==> src/rtl/boruss_mem_arbiter.sv <==
// Two-port arbiter/sequencer for the 256 x 8 BorussCPU data RAM.
// Define BORUSS_MEM_ARB_RR_EN for round-robin arbitration; default is fixed priority (port 1 wins).
module boruss_mem_arbiter (
   input  logic       clk,
   input  logic       reset,
   input  logic       req0_valid,
   input  logic       req0_we,
   input  logic [7:0] req0_addr,
   input  logic [7:0] req0_wdata,
   output logic       req0_ready,
   output logic       resp0_valid,
   input  logic       req1_valid,
   input  logic       req1_we,
   input  logic [7:0] req1_addr,
   input  logic [7:0] req1_wdata,
   output logic       req1_ready,
   output logic       resp1_valid,
   output logic [7:0] resp_rdata,
   output logic       busy,
   output logic [7:0] ram_address,
   output logic [7:0] ram_data_in,
   output logic       ram_write_enable,
   output logic       ram_read_enable,
   input  logic [7:0] ram_data_out
);

   typedef enum logic [1:0] {StIdle, StIssue, StResp} state_t;

   state_t     r_state;
   state_t     w_state_next;
   logic       r_port;
   logic [7:0] r_ram_address;
   logic [7:0] r_ram_data_in;
   logic       r_ram_write_enable;
   logic       r_ram_read_enable;

   logic       w_grant0;
   logic       w_grant1;
   logic       w_idle;
   logic       w_accept;
   logic       w_sel_we;
   logic [7:0] w_sel_addr;
   logic [7:0] w_sel_wdata;

`ifdef BORUSS_MEM_ARB_RR_EN
   // Pointer names the port with priority; it flips to the other port on every grant.
   logic r_rr_ptr;

   assign w_grant1 = req1_valid && (!req0_valid || r_rr_ptr);

   always_ff @(posedge clk or posedge reset) begin
      if (reset) begin
         r_rr_ptr <= 1'b0;
      end else if (w_accept) begin
         r_rr_ptr <= !w_grant1;
      end
   end
`else
   assign w_grant1 = req1_valid;
`endif

   assign w_grant0 = req0_valid && !w_grant1;

   // Ready is combinational and must be suppressed while reset is held.
   assign w_idle     = (r_state == StIdle) && !reset;
   assign req0_ready = w_idle && w_grant0;
   assign req1_ready = w_idle && w_grant1;
   assign w_accept   = req0_ready || req1_ready;

   assign w_sel_we    = w_grant1 ? req1_we    : req0_we;
   assign w_sel_addr  = w_grant1 ? req1_addr  : req0_addr;
   assign w_sel_wdata = w_grant1 ? req1_wdata : req0_wdata;

   always_comb begin
      w_state_next = r_state;
      unique case (r_state)
         StIdle:  if (w_accept) w_state_next = StIssue;
         StIssue: w_state_next = r_ram_write_enable ? StIdle : StResp;
         StResp:  w_state_next = StIdle;
         default: w_state_next = StIdle;
      endcase
   end

   always_ff @(posedge clk or posedge reset) begin
      if (reset) begin
         r_state <= StIdle;
      end else begin
         r_state <= w_state_next;
      end
   end

   // Enables are high only in the cycle after a grant, so they can never overlap.
   always_ff @(posedge clk or posedge reset) begin
      if (reset) begin
         r_ram_address      <= 8'h00;
         r_ram_data_in      <= 8'h00;
         r_ram_write_enable <= 1'b0;
         r_ram_read_enable  <= 1'b0;
         r_port             <= 1'b0;
      end else begin
         r_ram_write_enable <= w_accept && w_sel_we;
         r_ram_read_enable  <= w_accept && !w_sel_we;
         if (w_accept) begin
            r_ram_address <= w_sel_addr;
            r_ram_data_in <= w_sel_wdata;
            r_port        <= w_grant1;
         end
      end
   end

   assign ram_address      = r_ram_address;
   assign ram_data_in      = r_ram_data_in;
   assign ram_write_enable = r_ram_write_enable;
   assign ram_read_enable  = r_ram_read_enable;

   assign busy        = (r_state != StIdle);
   assign resp0_valid = (r_state == StResp) && !r_port;
   assign resp1_valid = (r_state == StResp) && r_port;
   assign resp_rdata  = ram_data_out;

endmodule

==> config.mk <==
export PLATFORM = sky130hd
export DESIGN_NAME = boruss_mem_arbiter
export DESIGN_NICKNAME = d
export VERILOG_FILES = /design/src/rtl/boruss_mem_arbiter.sv
export SDC_FILE = /design/constraint.sdc
export NUM_CORES = 1
export LEC_CHECK = 0
export CAP_MARGIN = 10
export CELL_PAD_IN_SITES_DETAIL_PLACEMENT = 1
export CELL_PAD_IN_SITES_GLOBAL_PLACEMENT = 1
export CORE_ASPECT_RATIO = 1.4
export CORE_MARGIN = 2
export CORE_UTILIZATION = 28
export CTS_CLUSTER_SIZE = 40
export DETAILED_ROUTE_END_ITERATION = 16
export GPL_ROUTABILITY_DRIVEN = 1
export GPL_TIMING_DRIVEN = 0
export PLACE_DENSITY_LB_ADDON = 0.12
export SYNTH_ARGS = -nofsm -noshare
export SYNTH_HDL_FRONTEND = slang
export SYNTH_SLANG_ARGS = --single-unit
==> constraint.sdc <==
create_clock -name clk -period 2.2 [get_ports clk]
set_input_delay 0.22 -clock clk [delete_from_list [all_inputs] [get_ports clk]]
set_output_delay 0.22 -clock clk [all_outputs]
set_load 0.01 [all_outputs]
==> results of run 1 <==
area by class of cell:
cell class / count / area, sq um / area share (%)
plain buffers: 11 / 93.8 / 4.93
clock buffers: 4 / 45.0 / 2.37
inverters: 2 / 7.51 / 0.395
multi-input cells: 45 / 495 / 26.1
flip-flops and latches: 21 / 526 / 27.6
well taps: 43 / 53.8 / 2.83
repair buffers: 68 / 681 / 35.8
final timing paths:
path	from	to	slack, ns	cells past startpoint
min reg2reg	ram_write_enable	r_state[1]	0.44	1
max	req1_valid	req1_ready	0.16	5
max reg2reg	r_state[0]	ram_data_in[0]	0.71	4
max in group asynchronous	reset	ram_data_in[7]	1.20	2
min	ram_write_enable	r_state[1]	0.44	1
min in group asynchronous	reset	r_state[1]	0.50	2
synthesized netlist by cell type, drive strengths merged, types with 2 or more instances:
| cell type | number | share of area (%) |
|---|---|---|
| buf | 11 | 8.4 |
| inv | 2 | 0.67 |
| dfrtp | 21 | 47 |
| mux2 | 32 | 34 |
| nor3b | 2 | 1.3 |
| nor2 | 2 | 0.67 |
worst register-to-register path, cell delays in order (launching register included):
cell and delay [ns]:
dfrtp_1 0.44, nor3_4 0.28, o21ai_4 0.17, buf_6 0.19, mux2_4 0.30
per-stage QoR:
stage / util (%) / std cells
after floorplan: - / 79
after global placement: 47.8 / 190
after detailed placement: 47.8 / 190
after CTS: 49.0 / 194
after global routing: 49.0 / 194
final: 49.0 / 194
where the power goes:
part	switching (mW)	leakage (nW)	internal, mW	total (mW)
clock network	0.120	0.0228	0.129	0.248
logic	0.169	0.543	0.366	0.535
registers	0.0547	0.252	0.480	0.534
total	0.343	0.818	0.974	1.32
routing by layer:
layer	track usage [%]	part of all wire, %	up-vias	wire length, um
met5	0	0	-	0
met4	4.88	0.62	0	17
met3	3.58	9.0	2	249
met2	24.0	55	40	1530
met1	12.0	35	423	959
li1	-	-	408	-
cell families after synthesis:
family	after synthesis	synth area share, %
multiplexers	33	35.3
flip-flops	21	46.8
buffers and inverters	13	9.03
AND/OR/NAND/NOR	10	6.69
AO/OA/AOI/OAI	2	2.12
sequential cells by signal (all words and copies together) (netlist names):
name / flops
r_port: 1
ram_read_enable: 1
ram_write_enable: 1
ram_data_in: 8
ram_address: 8
r_state: 2
placed cells by master (no fill, tap or decap):
master,instances
mux2_2,25
and2b_2,1
inv_1,2
and3b_2,1
or2_2,1
a21o_1,1
and2_2,1
clkbuf_8,3
buf_4,8
nor3b_1,2
dfrtp_1,21
mux2_4,7
clkdlybuf4s50_1,68
clkbuf_1,1
nor2_1,2
mux2i_1,1
o21ai_4,1
buf_6,3
nand2_1,1
nor3_4,1
==> key figures, run 1 <==
Status
  • Outcome: completed

Power and ir drop
  • Lkg Pwr: 0.818 nW
  • PD cells: 692 nW/um^2
  • Peak supply drop: 0.396 mV
  • Power Total: 1.32 mW

Flow run
  • # Max-Cap Violations: 0

Place
  • I/O Buffers: 68
  • Dpl ws: 0.148 ns
  • Cell Area, Placed: 1860 sq um
  • GPL Wtd Cong: 0.666
  • Dpl hpwl: 2.25 mm

CTS
  • Root Buffer Master: clkbuf_8
  • H-tree Lvls: 1
  • Total clock sinks: 21
  • Cts repair resizes: 0
  • CTS buffer count: 3
  • Hold buffers post-CTS: 0
  • Clk buf depth: 2
  • Post-CTS Setup Bufs: 0
  • Clock transition at the registers of the reported paths: 0.07 ns
  • Clk Latency, worst-skew pair: 0.25 ns
  • CTS tree: built

Drt
  • Routed WL: about 2.8 mm
  • First DRT Iteration DRCs: 5
  • ANT nets after route: 0
  • TritonRoute pass-1 iters: 2
  • Vias: 873
  • Vias/cell: 4.50
  • DRC: 0
  • Wire per inst: 14.2 um

Synth
  • Sequential-to-total area share from yosys stat: 46.8%
  • Top_reg_cell synth: dfrtp_1
  • Synth Cell Area: between 1000 and 1500 sq um
  • Synthesized area per cell: approximately 14 sq um
  • Post-Syn Nets: 125
  • Ys async rst share: 100%
  • YS warnings: 0
  • Synthesis-stage register bit count: 21
  • Number of distinct library cells after synthesis: 17
  • Post-synth EDFFs: 0
  • Synth Instances: 79

Floorplan
  • Die W: 57.5 um
  • DIE HEIGHT: ~80 um
  • Rows: 27
  • Area of the core: 3880 sq um
  • Die ar.: 4540 sq um
  • Io pins: 77
  • Initial Util: 28.9%

Critical path
  • CP required: roughly 2.0 ns
  • Crit path max fanout: 10
  • Buf/Inv on CP: 4
  • Crit path launch type: primary input
  • Crit path max-delay family: buffers and inverters
  • Worst stage delay on the critical path: 0.55 ns
  • Worst path cell trace: clkdlybuf4s50_1, buf_6, buf_6, and2_2, clkdlybuf4s50_1
  • Highest-delay cell along the critical path: clkdlybuf4s50_1
  • Kind of critical path: primary input to primary output
  • CP arrival: 1.82 ns
  • CP endpoint kind: primary output

Finish
  • Final instance area: between 1500 and 2000 sq um
  • N_diodes: 0
  • Final-layout fill cell count: ~440
  • Nets: 198
  • Layout Area Growth over Synthesis: 69.5%
  • Share of cells above drive strength 1: approximately 34%

STA
  • Final Hold Viols: 0
  • Setup TNS: 0 ns
  • Relative slew slack: 46.7%
  • RSZ-0062 raised after global routing: false
  • Period utilization: 92.8%
  • Worst hold margin: 0.437 ns
  • Slew Viols, Final: 0
  • Final setup vio count: 0
  • Min setup slack post-route: 0.158 ns
  • Max Freq: 490 MHz
  • Final min period: 2.04 ns
  • Worst Tran Pin Value: around 0.80 ns
  • Skew final: roughly 0.0017 ns

GRT
  • First-pass GRT wire length: roughly 4.4 mm
  • Largest net degree at the start of global routing: 22
  • Vias in the first global route: 970
  • GR Overflow Total: 0
  • Overall Global Routing Usage: 12.5%
  • Initial antenna violation count: 0

Min path
  • Hold WC Path Type: flip-flop to flip-flop
Note: power is estimated with default switching activity, not from simulation.
==> run 2, diff against run 1 <==
--- a/config.mk
+++ b/config.mk
@@ -5,6 +5,7 @@
 export SDC_FILE = /design/constraint.sdc
 export NUM_CORES = 1
 export LEC_CHECK = 0
+export ABC_CLOCK_PERIOD_IN_PS = 2200
 export CAP_MARGIN = 10
 export CELL_PAD_IN_SITES_DETAIL_PLACEMENT = 1
 export CELL_PAD_IN_SITES_GLOBAL_PLACEMENT = 1
@@ -14,7 +15,6 @@
 export CTS_CLUSTER_SIZE = 40
 export DETAILED_ROUTE_END_ITERATION = 16
 export GPL_ROUTABILITY_DRIVEN = 1
-export GPL_TIMING_DRIVEN = 0
 export PLACE_DENSITY_LB_ADDON = 0.12
 export SYNTH_ARGS = -nofsm -noshare
 export SYNTH_HDL_FRONTEND = slang
==> key figures, run 2 (synthesized netlist as in run 1, its figures left out) <==
Critical path
  • CP endpoint kind: primary output
  • R2R setup slack: about 0.75 ns
  • Worst stage delay on the critical path: 0.54 ns
  • Crit path max-delay family: buffers and inverters
  • Buf/Inv on CP: 1
  • Worst Reg-to-Reg Cells: 4
  • Highest-delay cell along the critical path: clkdlybuf4s50_1
  • Crit path launch type: flip-flop
  • Critical path origin: r_state[0]
  • CP arrival: 1.69 ns
  • Crit path max fanout: 5
  • Kind of critical path: flip-flop to primary output
  • Reg2reg start: r_state[0]
  • Worst path cell trace: nor3_4, nand2_1, nor2_1, clkdlybuf4s50_1
  • Crit path to: req0_ready
  • Instance count on the critical path: 4
  • CP required: 1.98 ns
  • R2r endpoint: ram_data_in[3]

STA
  • Setup TNS: 0 ns
  • Final Hold Viols: 0
  • Skew final: around 0.0015 ns
  • Worst Tran Pin Value: 0.412 ns
  • Final min period: 1.91 ns
  • Max Freq: 523 MHz
  • Slew Viols, Final: 0
  • Relative slew slack: 72.5%
  • Final setup vio count: 0
  • Period utilization: 86.9%
  • RSZ-0062 raised after global routing: false

Finish
  • Most frequent cells in the layout: clkdlybuf4s50_1, mux2_2, dfrtp_1, mux2_4, buf_4
  • N_diodes: 0
  • Area occupied by multi-input gates: between 400 and 500 sq um
  • Layout Area Growth over Synthesis: 56.6%
  • Nets: 183
  • Final-layout fill cell count: 433
  • Commonest non-fill, non-tap cell in the layout: clkdlybuf4s50_1
  • Register area: 526 sq um
  • Share of cells above drive strength 1: 33.1%
  • Final Non-Filler Cells: 179
  • Final instance area: approximately 1800 sq um

CTS
  • H-tree Lvls: 1
  • Root Buffer Master: clkbuf_8
  • Total clock sinks: 21
  • Clk buf depth: 2
  • Cts repair resizes: 0
  • Clk Latency, worst-skew pair: 0.25 ns
  • CTS tree: built
  • Post-CTS Setup Bufs: 0
  • Hold buffers post-CTS: 0
  • Clock transition at the registers of the reported paths: roughly 0.070 ns
  • CTS buffer count: 3

Floorplan
  • Area of the core: 3880 sq um
  • Io pins: 77
  • DIE HEIGHT: 78.9 um
  • Initial Util: 28.9%
  • Die ar.: 4540 sq um
  • Rows: 27
  • Die W: 57.5 um

Min path
  • Hold WC Path Type: primary input to asynchronous set/reset pin

Power and ir drop
  • Peak supply drop: 0.358 mV
  • Power Total: about 1.3 mW
  • PD cells: 728 nW/um^2
  • Lkg Pwr: 0.749 nW

Drt
  • Routed WL: 2.48 mm
  • First DRT Iteration DRCs: 9
  • ANT nets after route: 0
  • TritonRoute pass-1 iters: 2
  • Vias/cell: roughly 4.7
  • DRC: 0
  • Wire per inst: 13.8 um
  • Vias: between 800 and 900

Place
  • GPL Wtd Cong: ~0.62
  • Dpl hpwl: between 2 and 2.5 mm
  • Post-placement cell count: 175
  • I/O Buffers: 60
  • Cell Area, Placed: between 1500 and 2000 sq um

GRT
  • Overall Global Routing Usage: 11.8%
  • GR Overflow Total: 0
  • Largest net degree at the start of global routing: 20
  • First-pass GRT wire length: 4.16 mm
  • Vias in the first global route: between 900 and 1000
  • Initial antenna violation count: 0

Status
  • Outcome: completed

Flow run
  • # Max-Cap Violations: 0
## run 2: changes by cell type in the layout (fill, tap and decap cells not counted)
| cell | previous run | this run |
|---|---|---|
| buf_4 | 8 | 4 |
| buf_6 | 3 | 0 |
| clkdlybuf4s50_1 | 68 | 60 |
## run 2: how the worst min path moves through the flow
stage,slack (ns),depth (start not counted),end,start
CTS,0.36,2,ram_address[1],reset
global route,0.41,2,r_port,reset
finish,0.34,2,ram_data_in[7],reset
floorplan,0.20,1,r_port,reset
global placement,0.42,1,r_state[1],ram_write_enable
detailed placement,0.44,0,resp_rdata[6],ram_data_out[6]
## run 2: final cells by class
class / count / area share (%)
Tap cell: 43 / 3.06
Multi-Input combinational cell: 45 / 28.2
Timing Repair Buffer: 64 / 35.9
Clock buffer: 4 / 2.56
Inverter: 2 / 0.427
Sequential cell: 21 / 29.9
## run 2: metrics by stage
step / utilization (%) / setup slack, ns / hold WS (ns)
2_1_floorplan: - / 0.840 / 0.197
3_3_place_gp: 44.1 / 0.345 / 0.424
6_report: 45.2 / 0.289 / 0.345
5_1_grt: 45.2 / 0.148 / 0.410
3_5_place_dp: 44.1 / 0.326 / 0.440
4_1_cts: 45.2 / 0.261 / 0.359
## run 2: where the power goes
part | switching (mW) | internal (mW)
Combinational | 0.159 | 0.343
Sequential | 0.0533 | 0.480
Clock | 0.116 | 0.129
## run 2: metal layers
layer | up-vias | GRT usage [%] | part of all wire, %
li1 | 380 | - | -
met1 | 405 | 13.0 | 37
met2 | 46 | 21.1 | 53
met3 | 2 | 2.93 | 8.8
met4 | 0 | 4.88 | 0.97
met5 | - | 0 | 0
